[config.mk]
export PLATFORM = sky130hd
export DESIGN_NAME = mem_stage
export DESIGN_NICKNAME = d
export VERILOG_FILES = /design/src/rtl/mem_stage.sv
export SDC_FILE = /design/constraint.sdc
export NUM_CORES = 1
export LEC_CHECK = 0
export CELL_PAD_IN_SITES_DETAIL_PLACEMENT = 1
export CELL_PAD_IN_SITES_GLOBAL_PLACEMENT = 2
export CORE_UTILIZATION = 34
export CTS_CLUSTER_SIZE = 30
export DETAILED_ROUTE_END_ITERATION = 8
export DONT_BUFFER_PORTS = 1
export PLACE_DENSITY = 0.88
export SLEW_MARGIN = 20
export SYNTH_ARGS = -nofsm -noshare
export SYNTH_HDL_FRONTEND = slang
export SYNTH_SLANG_ARGS = --single-unit
[constraint.sdc]
create_clock -name clk -period 2.5 [get_ports clk]
set_input_delay 0.375 -clock clk [delete_from_list [all_inputs] [get_ports clk]]
set_output_delay 0.375 -clock clk [all_outputs]
set_load 0.01 [all_outputs]
[src/rtl/mem_stage.sv]
// Memory stage: EX/MEM and MEM/WB registers, req/ack data-memory port with byte lanes and timeout abort.
// Optional MEM_MISALIGN_TRAP_EN: misaligned half/word accesses are rejected instead of issued.
module mem_stage #(
   parameter int TIMEOUT = 15
) (
   input  logic        clk,
   input  logic        reset,
   input  logic [31:0] ALU_OUT_EX,
   input  logic [31:0] REG_DATA2_EX_FINAL,
   input  logic [31:0] PC_Branch_EX,
   input  logic        ZERO_EX,
   input  logic        RegWrite_EX,
   input  logic        MemtoReg_EX,
   input  logic        MemRead_EX,
   input  logic        MemWrite_EX,
   input  logic        Branch_EX,
   input  logic [4:0]  RD_EX,
   input  logic [2:0]  FUNCT3_EX,
   output logic [31:0] ALU_OUT_MEM,
   output logic [4:0]  RD_MEM,
   output logic        RegWrite_MEM,
   output logic        PCSrc_MEM,
   output logic [31:0] PC_Branch_MEM,
   output logic        stall_MEM,
   output logic [31:0] ALU_DATA_WB,
   output logic [31:0] READ_DATA_WB,
   output logic [4:0]  RD_WB,
   output logic        RegWrite_WB,
   output logic        MemtoReg_WB,
   output logic        bus_err,
   output logic        misalign_err,
   output logic        dmem_req,
   output logic        dmem_we,
   output logic [31:0] dmem_addr,
   output logic [31:0] dmem_wdata,
   output logic [3:0]  dmem_be,
   input  logic [31:0] dmem_rdata,
   input  logic        dmem_ack
);
   localparam int NUM_LANES = 4;
   localparam int VEC_W     = 8;

   typedef struct packed {
      logic [31:0] alu;
      logic [31:0] wdata;
      logic [31:0] pc_br;
      logic        zero;
      logic        reg_write;
      logic        mem_to_reg;
      logic        mem_read;
      logic        mem_write;
      logic        branch;
      logic [4:0]  rd;
      logic [2:0]  funct3;
   } exmem_t;

   typedef enum logic {IDLE, WAIT} state_t;

   exmem_t      ex_q, ex_d;
   state_t      state_q, state_d;
   logic [7:0]  cnt_q, cnt_d;
   logic        mem_op, mis, abort, pending;
   logic [1:0]  off;
   logic [31:0] rshift, load_data;
   logic [NUM_LANES-1:0][VEC_W-1:0] lane_wd;
   logic [NUM_LANES-1:0]            lane_be;

   assign ex_d = '{alu: ALU_OUT_EX, wdata: REG_DATA2_EX_FINAL, pc_br: PC_Branch_EX,
                   zero: ZERO_EX, reg_write: RegWrite_EX, mem_to_reg: MemtoReg_EX,
                   mem_read: MemRead_EX, mem_write: MemWrite_EX, branch: Branch_EX,
                   rd: RD_EX, funct3: FUNCT3_EX};

   always_ff @(posedge clk) begin
      if (reset)           ex_q <= '0;
      else if (!stall_MEM) ex_q <= ex_d;
   end

   assign ALU_OUT_MEM   = ex_q.alu;
   assign RD_MEM        = ex_q.rd;
   assign RegWrite_MEM  = ex_q.reg_write;
   assign PC_Branch_MEM = ex_q.pc_br;
   assign PCSrc_MEM     = ex_q.branch & ex_q.zero;

   assign mem_op = ex_q.mem_read | ex_q.mem_write;

`ifdef MEM_MISALIGN_TRAP_EN
   assign mis = mem_op && ((ex_q.funct3[1:0] == 2'b01 && ex_q.alu[0]) ||
                           (ex_q.funct3[1:0] == 2'b10 && ex_q.alu[1:0] != 2'b00));
`else
   assign mis = 1'b0;
`endif

   // Half accesses use the half-word lane, word accesses always lane 0.
   always_comb begin
      case (ex_q.funct3[1:0])
         2'b00:   off = ex_q.alu[1:0];
         2'b01:   off = {ex_q.alu[1], 1'b0};
         default: off = 2'b00;
      endcase
   end

   assign abort   = (state_q == WAIT) && (cnt_q == 8'(TIMEOUT));
   assign pending = mem_op & ~mis & ~abort;

   always_ff @(posedge clk) begin
      if (reset) begin
         state_q <= IDLE;
         cnt_q   <= '0;
      end else begin
         state_q <= state_d;
         cnt_q   <= cnt_d;
      end
   end

   always_comb begin
      state_d   = state_q;
      cnt_d     = cnt_q;
      dmem_req  = pending;
      stall_MEM = pending & ~dmem_ack;
      case (state_q)
         IDLE: if (stall_MEM) begin
            state_d = WAIT;
            cnt_d   = 8'd1;
         end
         WAIT: if (!pending || dmem_ack) begin
            state_d = IDLE;
            cnt_d   = '0;
         end else begin
            cnt_d = cnt_q + 8'd1;
         end
         default: begin
            state_d = IDLE;
            cnt_d   = '0;
         end
      endcase
   end

   genvar i;
   generate
      for (i = 0; i < NUM_LANES; i++) begin : g_lane
         always_comb begin
            case (ex_q.funct3[1:0])
               2'b00: begin
                  lane_be[i] = (off == 2'(i));
                  lane_wd[i] = ex_q.wdata[VEC_W-1:0];
               end
               2'b01: begin
                  lane_be[i] = (off[1] == (i >= 2));
                  lane_wd[i] = (i % 2 == 1) ? ex_q.wdata[2*VEC_W-1:VEC_W] : ex_q.wdata[VEC_W-1:0];
               end
               default: begin
                  lane_be[i] = 1'b1;
                  lane_wd[i] = ex_q.wdata[VEC_W*i +: VEC_W];
               end
            endcase
         end
      end
   endgenerate

   assign dmem_we    = ex_q.mem_write;
   assign dmem_addr  = {ex_q.alu[31:2], 2'b00};
   assign dmem_be    = lane_be;
   assign dmem_wdata = lane_wd;

   assign rshift = dmem_rdata >> {off, 3'b000};

   always_comb begin
      case (ex_q.funct3)
         3'b000:  load_data = {{24{rshift[7]}},  rshift[7:0]};
         3'b001:  load_data = {{16{rshift[15]}}, rshift[15:0]};
         3'b100:  load_data = {24'h0, rshift[7:0]};
         3'b101:  load_data = {16'h0, rshift[15:0]};
         default: load_data = dmem_rdata;
      endcase
   end

   // Stalled, aborted and rejected cycles retire as bubbles.
   always_ff @(posedge clk) begin
      if (reset) begin
         ALU_DATA_WB  <= '0;
         READ_DATA_WB <= '0;
         RD_WB        <= '0;
         RegWrite_WB  <= 1'b0;
         MemtoReg_WB  <= 1'b0;
         bus_err      <= 1'b0;
      end else begin
         ALU_DATA_WB  <= ex_q.alu;
         READ_DATA_WB <= load_data;
         RD_WB        <= ex_q.rd;
         RegWrite_WB  <= ex_q.reg_write  & ~stall_MEM & ~abort & ~mis;
         MemtoReg_WB  <= ex_q.mem_to_reg & ~stall_MEM & ~abort & ~mis;
         bus_err      <= abort;
      end
   end

`ifdef MEM_MISALIGN_TRAP_EN
   always_ff @(posedge clk) begin
      if (reset) misalign_err <= 1'b0;
      else       misalign_err <= mis;
   end
`else
   assign misalign_err = 1'b0;
`endif

endmodule

==> results.json, run 1 <==
{
  "finalSetupViolCount": 0,
  "wl_per_cell_um": 18.29,
  "seqCellArea_mm2": 0.003825,
  "vias_per_cell": 4.980,
  "crit_fanout": 36,
  "grt_pass1_wl_um": 31620,
  "mostFrequentLayoutCell": "nand2_1",
  "grt_pass1_vias": 5626,
  "relSlewSlack": 0.5945,
  "ios": 360,
  "critPathSlowestCell": "mux2_2",
  "dieWidth_um": 155.4,
  "ys_seq_area_frac": 0.4779,
  "dieArea_mm2": 0.02415,
  "worstPathArrival_ns": 1.89,
  "num-nets-final": 962,
  "multi_input_area_mm2": 0.003058,
  "synth_top_area_cell": "dfxtp_1",
  "route.met2.wl_um": 10230,
  "cts_root_buf": "clkbuf_16",
  "power_density_mw_per_mm2": 856.2,
  "clock.fmax_mhz": 442.3,
  "drc": 0,
  "clock_path_buffers": 2,
  "synthTopCellsByArea": "dfxtp_1, nand2_1, buf_4",
  "nFillCells": 2726,
  "wl_met3_um": 1746,
  "final_cell_mix": "nand2_1, dfxtp_1, a21oi_1",
  "post-place-ws_ns": 0.3263,
  "antenna_cells": 0,
  "grt_max_degree": 166,
  "grt_setup_unrepaired": "no",
  "async_reset_ff_frac": 0,
  "syn_area_mm2": 0.008000,
  "syn_inst": 949,
  "synth_top_area_frac": 0.4779,
  "cp-end-kind": "output pin",
  "grt_usage": 0.1679,
  "fin_crit_sh": 0.9044,
  "clk_latency_ns": 0.43,
  "leakage_uw": 0.003223,
  "wirelength_um": 20890,
  "initial_core_util": 0.3502,
  "worstMarginPinSlew_ns": 0.6070,
  "start_kind": "flip-flop",
  "period_minus_slack_ns": 2.261,
  "rows": 55,
  "crit_chain": "buf_12 > nor2_1 > buf_4 > mux2_2",
  "holdPathStages": 1,
  "synth-edff-count": 0,
  "dp_hpwl_um": 14210,
  "antenna_found_initial": 0,
  "worstPathRequired_ns": 2.12,
  "fin_cells": 1142,
  "clock_skew_ns": 0.01160,
  "cpPeakStageDelay_ns": 0.40,
  "min_path_type": "input port to flip-flop",
  "setup.worst_path.class": "flip-flop to output pin",
  "first_pass_iters": 5,
  "syn_avg_cell_area_um2": 8.430,
  "clk_pin_slew_ns": 0.08,
  "cts_tree": "done",
  "gp_congestion": 0.7618,
  "setup_tns_ns": 0,
  "placed_area_mm2": 0.007496,
  "io_buffer_count": 0,
  "drt-met1-wl_um": 8688,
  "cap_viol_max_count": 0,
  "cts-buffers-inserted": 17,
  "slew_viol_final": 0,
  "status": "finished clean",
  "core_area_mm2": 0.02285,
  "overflow": 0,
  "worst-r2r-cell-count": 7,
  "highest_layer": "met4",
  "cts.sinks": 191,
  "area_delta_synth_final_pct": 1.173,
  "synth_ff_type": "dfxtp_1",
  "die_h_um": 155.4,
  "fin_area_mm2": 0.008094,
  "hold_viol": 0,
  "initialDrtViolationCount": 255,
  "ir_worst_vdd_uv": 467.3,
  "final_core_util": 0.3543,
  "ys_types": 56,
  "antenna_left": 0,
  "setup_slack_ns": 0.2389,
  "routed-via-count": 5687,
  "h-tree-depth": 4,
  "place_inst": 1110,
  "ys_ff_latch": 191,
  "ys_warn_count": 0,
  "drive_above_1_share": 0.09891
}
[sequential cells by signal, indices dropped and copies added, names as in the netlist, 8 cells and up]
| register | cells |
|---|---|
| READ_DATA_WB | 32 |
| dmem_wdata | 8 |
| ex_q | 31 |
| PC_Branch_MEM | 32 |
| ALU_OUT_MEM | 32 |
| cnt_q | 8 |
| ALU_DATA_WB | 32 |
[final timing paths]
path,from,endpoint,slack [ns]
min,reset,ex_q[69],0.04
max,ex_q[1],dmem_wdata[15],0.24
max reg2reg,cnt_q[4],ALU_OUT_MEM[27],0.53
min reg2reg,ex_q[13],ex_q[13],0.45
[logic make-up after synthesis]
kind of cell             after synthesis  synth area share
XOR/XNOR                               2          0.002190
flip-flops                           191            0.4779
other                                  1         0.0004687
AND/OR/NAND/NOR                      345            0.1885
AO/OA/AOI/OAI                        194            0.1367
multiplexers                          33           0.05083
buffers and inverters                182            0.1419
adder cells (fa/ha/maj)                1          0.001564
[through the flow]
step	power [uW]	hold WS (ns)
global placement	4207	0.4313
global route	7232	0.02334
floorplan	4220	0.4271
detailed placement	4231	0.4409
CTS	7007	0.007358
finish	6930	0.03564
[per-layer routing]
| metal | global-route usage | vias up |
|---|---|---|
| li1 | - | 2724 |
| met2 | 0.2817 | 206 |
| met4 | 0.05089 | 0 |
| met3 | 0.05070 | 11 |
| met5 | 0 | - |
| met1 | 0.2059 | 2746 |
[report_power, final]
group          internal (uW)  switching [uW]
clock                   1450            1330
sequential              3260             256
combinational            253             380
[synthesized netlist by cell type, types with 3 or more instances]
library cell	count
mux4_2	4
mux2_2	17
nor2b_1	41
dfxtp_1	191
and2_1	6
a22oi_1	4
buf_6	3
o21ai_1	10
o21ai_0	18
nor2_1	21
nand2_1	249
o22ai_1	8
nor3_1	3
nand2b_1	3
nand3_1	4
a21o_1	8
clkbuf_1	43
buf_2	13
buf_4	110
a21oi_1	128
and3_1	4
inv_1	10
mux2i_1	11
[cell type report]
| type | count | share of cell area |
|---|---|---|
| clock buffers | 19 | 0.05472 |
| flip-flops and latches | 191 | 0.4726 |
| repair buffers | 17 | 0.02195 |
| well taps | 313 | 0.04838 |
| multi-input cells | 578 | 0.3778 |
| clock inverters | 13 | 0.01886 |
| inverters | 11 | 0.005720 |
[critical path: cells and delay by family (launching register included)]
family        cells  cell delay, ns
buf+inv           2            0.44
mux               1            0.40
flops             1            0.38
simple gates      1            0.25
[timing repair]
action                                  CTS  global route
endpoints found under the setup margin    0             1
buffers inserted                          0             0
gates resized for setup                   0             1
hold buffers                              0             0
Power figures use the tool's default switching activity.
==> run 2, diff against run 1 <==
Settings changed: CORE_MARGIN set to 4.
==> run 2 against run 1 <==
Net effect:
- combinational power hardly changed
- clock skew is 0.0076 ns higher
- design area is 0.32% lower
- largest power group unchanged
- count of clock-buffer cells in the layout is 1 lower
==> results.json, run 2 (synthesis results as in run 1) <==
{
  "status": "finished clean",
  "slew_viol_final": 0,
  "setup.worst_path.class": "flip-flop to output pin",
  "relSlewSlack": 0.5590,
  "power_density_mw_per_mm2": 851.7,
  "overflow": 0,
  "cap_viol_max_count": 0,
  "first_pass_iters": 4,
  "holdWs_ns": 0.03399,
  "worstPathRequired_ns": 2.12,
  "clock_path_buffers": 2,
  "combPwrFrac": 0.092,
  "critPathSlowestCell": "nor4_1",
  "clock_skew_ns": 0.01918,
  "die_h_um": 161.4,
  "rows": 55,
  "worstMarginPinSlew_ns": 0.6616,
  "min_path_type": "input port to flip-flop",
  "core_area_mm2": 0.02292,
  "crit_fanout": 54,
  "start_kind": "flip-flop",
  "antenna_found_initial": 0,
  "io_buffer_count": 0,
  "antenna_left": 0,
  "initial_core_util": 0.3491,
  "grt_usage": 0.1612,
  "vias_per_cell": 4.975,
  "post_cts_buffers": 0,
  "dp_hpwl_um": 14990,
  "finalPower_uw": 6871,
  "grt_max_degree": 166,
  "final_cell_mix": "nand2_1, dfxtp_1, a21oi_1",
  "gp_congestion": 0.7607,
  "initialDrtViolationCount": 262,
  "finalSetupViolCount": 0,
  "num-nets-final": 962,
  "grt_pass1_wl_um": 33600,
  "crit_chain": "nor4_1 > a31o_4 > inv_4",
  "antenna_cells": 0,
  "fin_cells": 1142,
  "power_switching_uw": 2017,
  "period_minus_slack_ns": 2.304,
  "grt_pass1_vias": 5833,
  "clockPowerShare": 0.395,
  "clk_latency_ns": 0.44,
  "leakage_uw": 0.003221,
  "final_core_util": 0.3521,
  "postCtsHoldBufs": 0,
  "clk_pin_slew_ns": 0.08,
  "cts_root_buf": "clkbuf_16",
  "pwr-share-seq": 0.513,
  "routed-via-count": 5681,
  "cts_tree": "done",
  "hold_viol": 0,
  "p_sw_frac": 0.2936,
  "h-tree-depth": 4,
  "drc": 0,
  "worstPathArrival_ns": 1.93,
  "cts-buffers-inserted": 17,
  "clock.fmax_mhz": 434.0,
  "dieWidth_um": 161.4,
  "cts.sinks": 191,
  "ios": 360,
  "grt_setup_unrepaired": "no",
  "drive_above_1_share": 0.09891,
  "dieArea_mm2": 0.02605,
  "area_delta_synth_final_pct": 0.8446,
  "intPower_uw": 4854,
  "mostFrequentLayoutCell": "nand2_1",
  "fin_crit_sh": 0.9216,
  "cp-end-kind": "output pin",
  "ctsResizeCount": 0,
  "ir_worst_vdd_uv": 405.4,
  "place_inst": 1110,
  "cpPeakStageDelay_ns": 0.57,
  "wl_per_cell_um": 19.15,
  "wirelength_um": 21870,
  "setup_tns_ns": 0
}
## run 2: power groups by stage
stage	Sequential (uW)	Combinational [uW]	Clock [uW]
floorplan	3460	758	0
global placement	3600	624	0
detailed placement	3600	641	0
CTS	3530	643	2810
global route	3560	713	2940
finish	3520	633	2710
## run 2: metrics by stage
step                      setup WS [ns]  cell area (um^2)
after floorplan                  0.6228              8008
final                            0.1961              8068
after detailed placement         0.4071              7496
after global routing            0.03689              8068
after CTS                        0.1550              8068
after global placement           0.4763              7496
## run 2: final timing paths
| path | from | end | depth (start not counted) | slack [ns] |
|---|---|---|---|---|
| max reg2reg | ALU_OUT_MEM[1] | READ_DATA_WB[17] | 4 | 0.36 |
| min reg2reg | ex_q[67] | ex_q[67] | 2 | 0.46 |
| max | cnt_q[4] | stall_MEM | 3 | 0.20 |
| min | reset | ex_q[75] | 1 | 0.03 |
## run 2: area by class of cell
class,count,area (um^2)
fill,2726,14850
sequential,191,3825
multi-input combinational,578,3058
clock buffer,18,429.2
tap,313,391.6
timing repair buffer,17,177.7
clock inverter,14,142.6
inverter,11,43.79
## run 2: critical path: cells and delay by family, from the launching register on
kind                   cells  cell delay, ns
AO/OA/AOI/OAI              1            0.31
buffers and inverters      1            0.23
flip-flops                 1            0.35
AND/OR/NAND/NOR            1            0.57
## run 2: metal layers
metal	track usage	wire length, um	vias to the layer above
met3	0.06354	2025	12
met5	0	0	-
met1	0.1932	9040	2730
li1	-	-	2725
met2	0.2715	10590	214
met4	0.04071	213	0
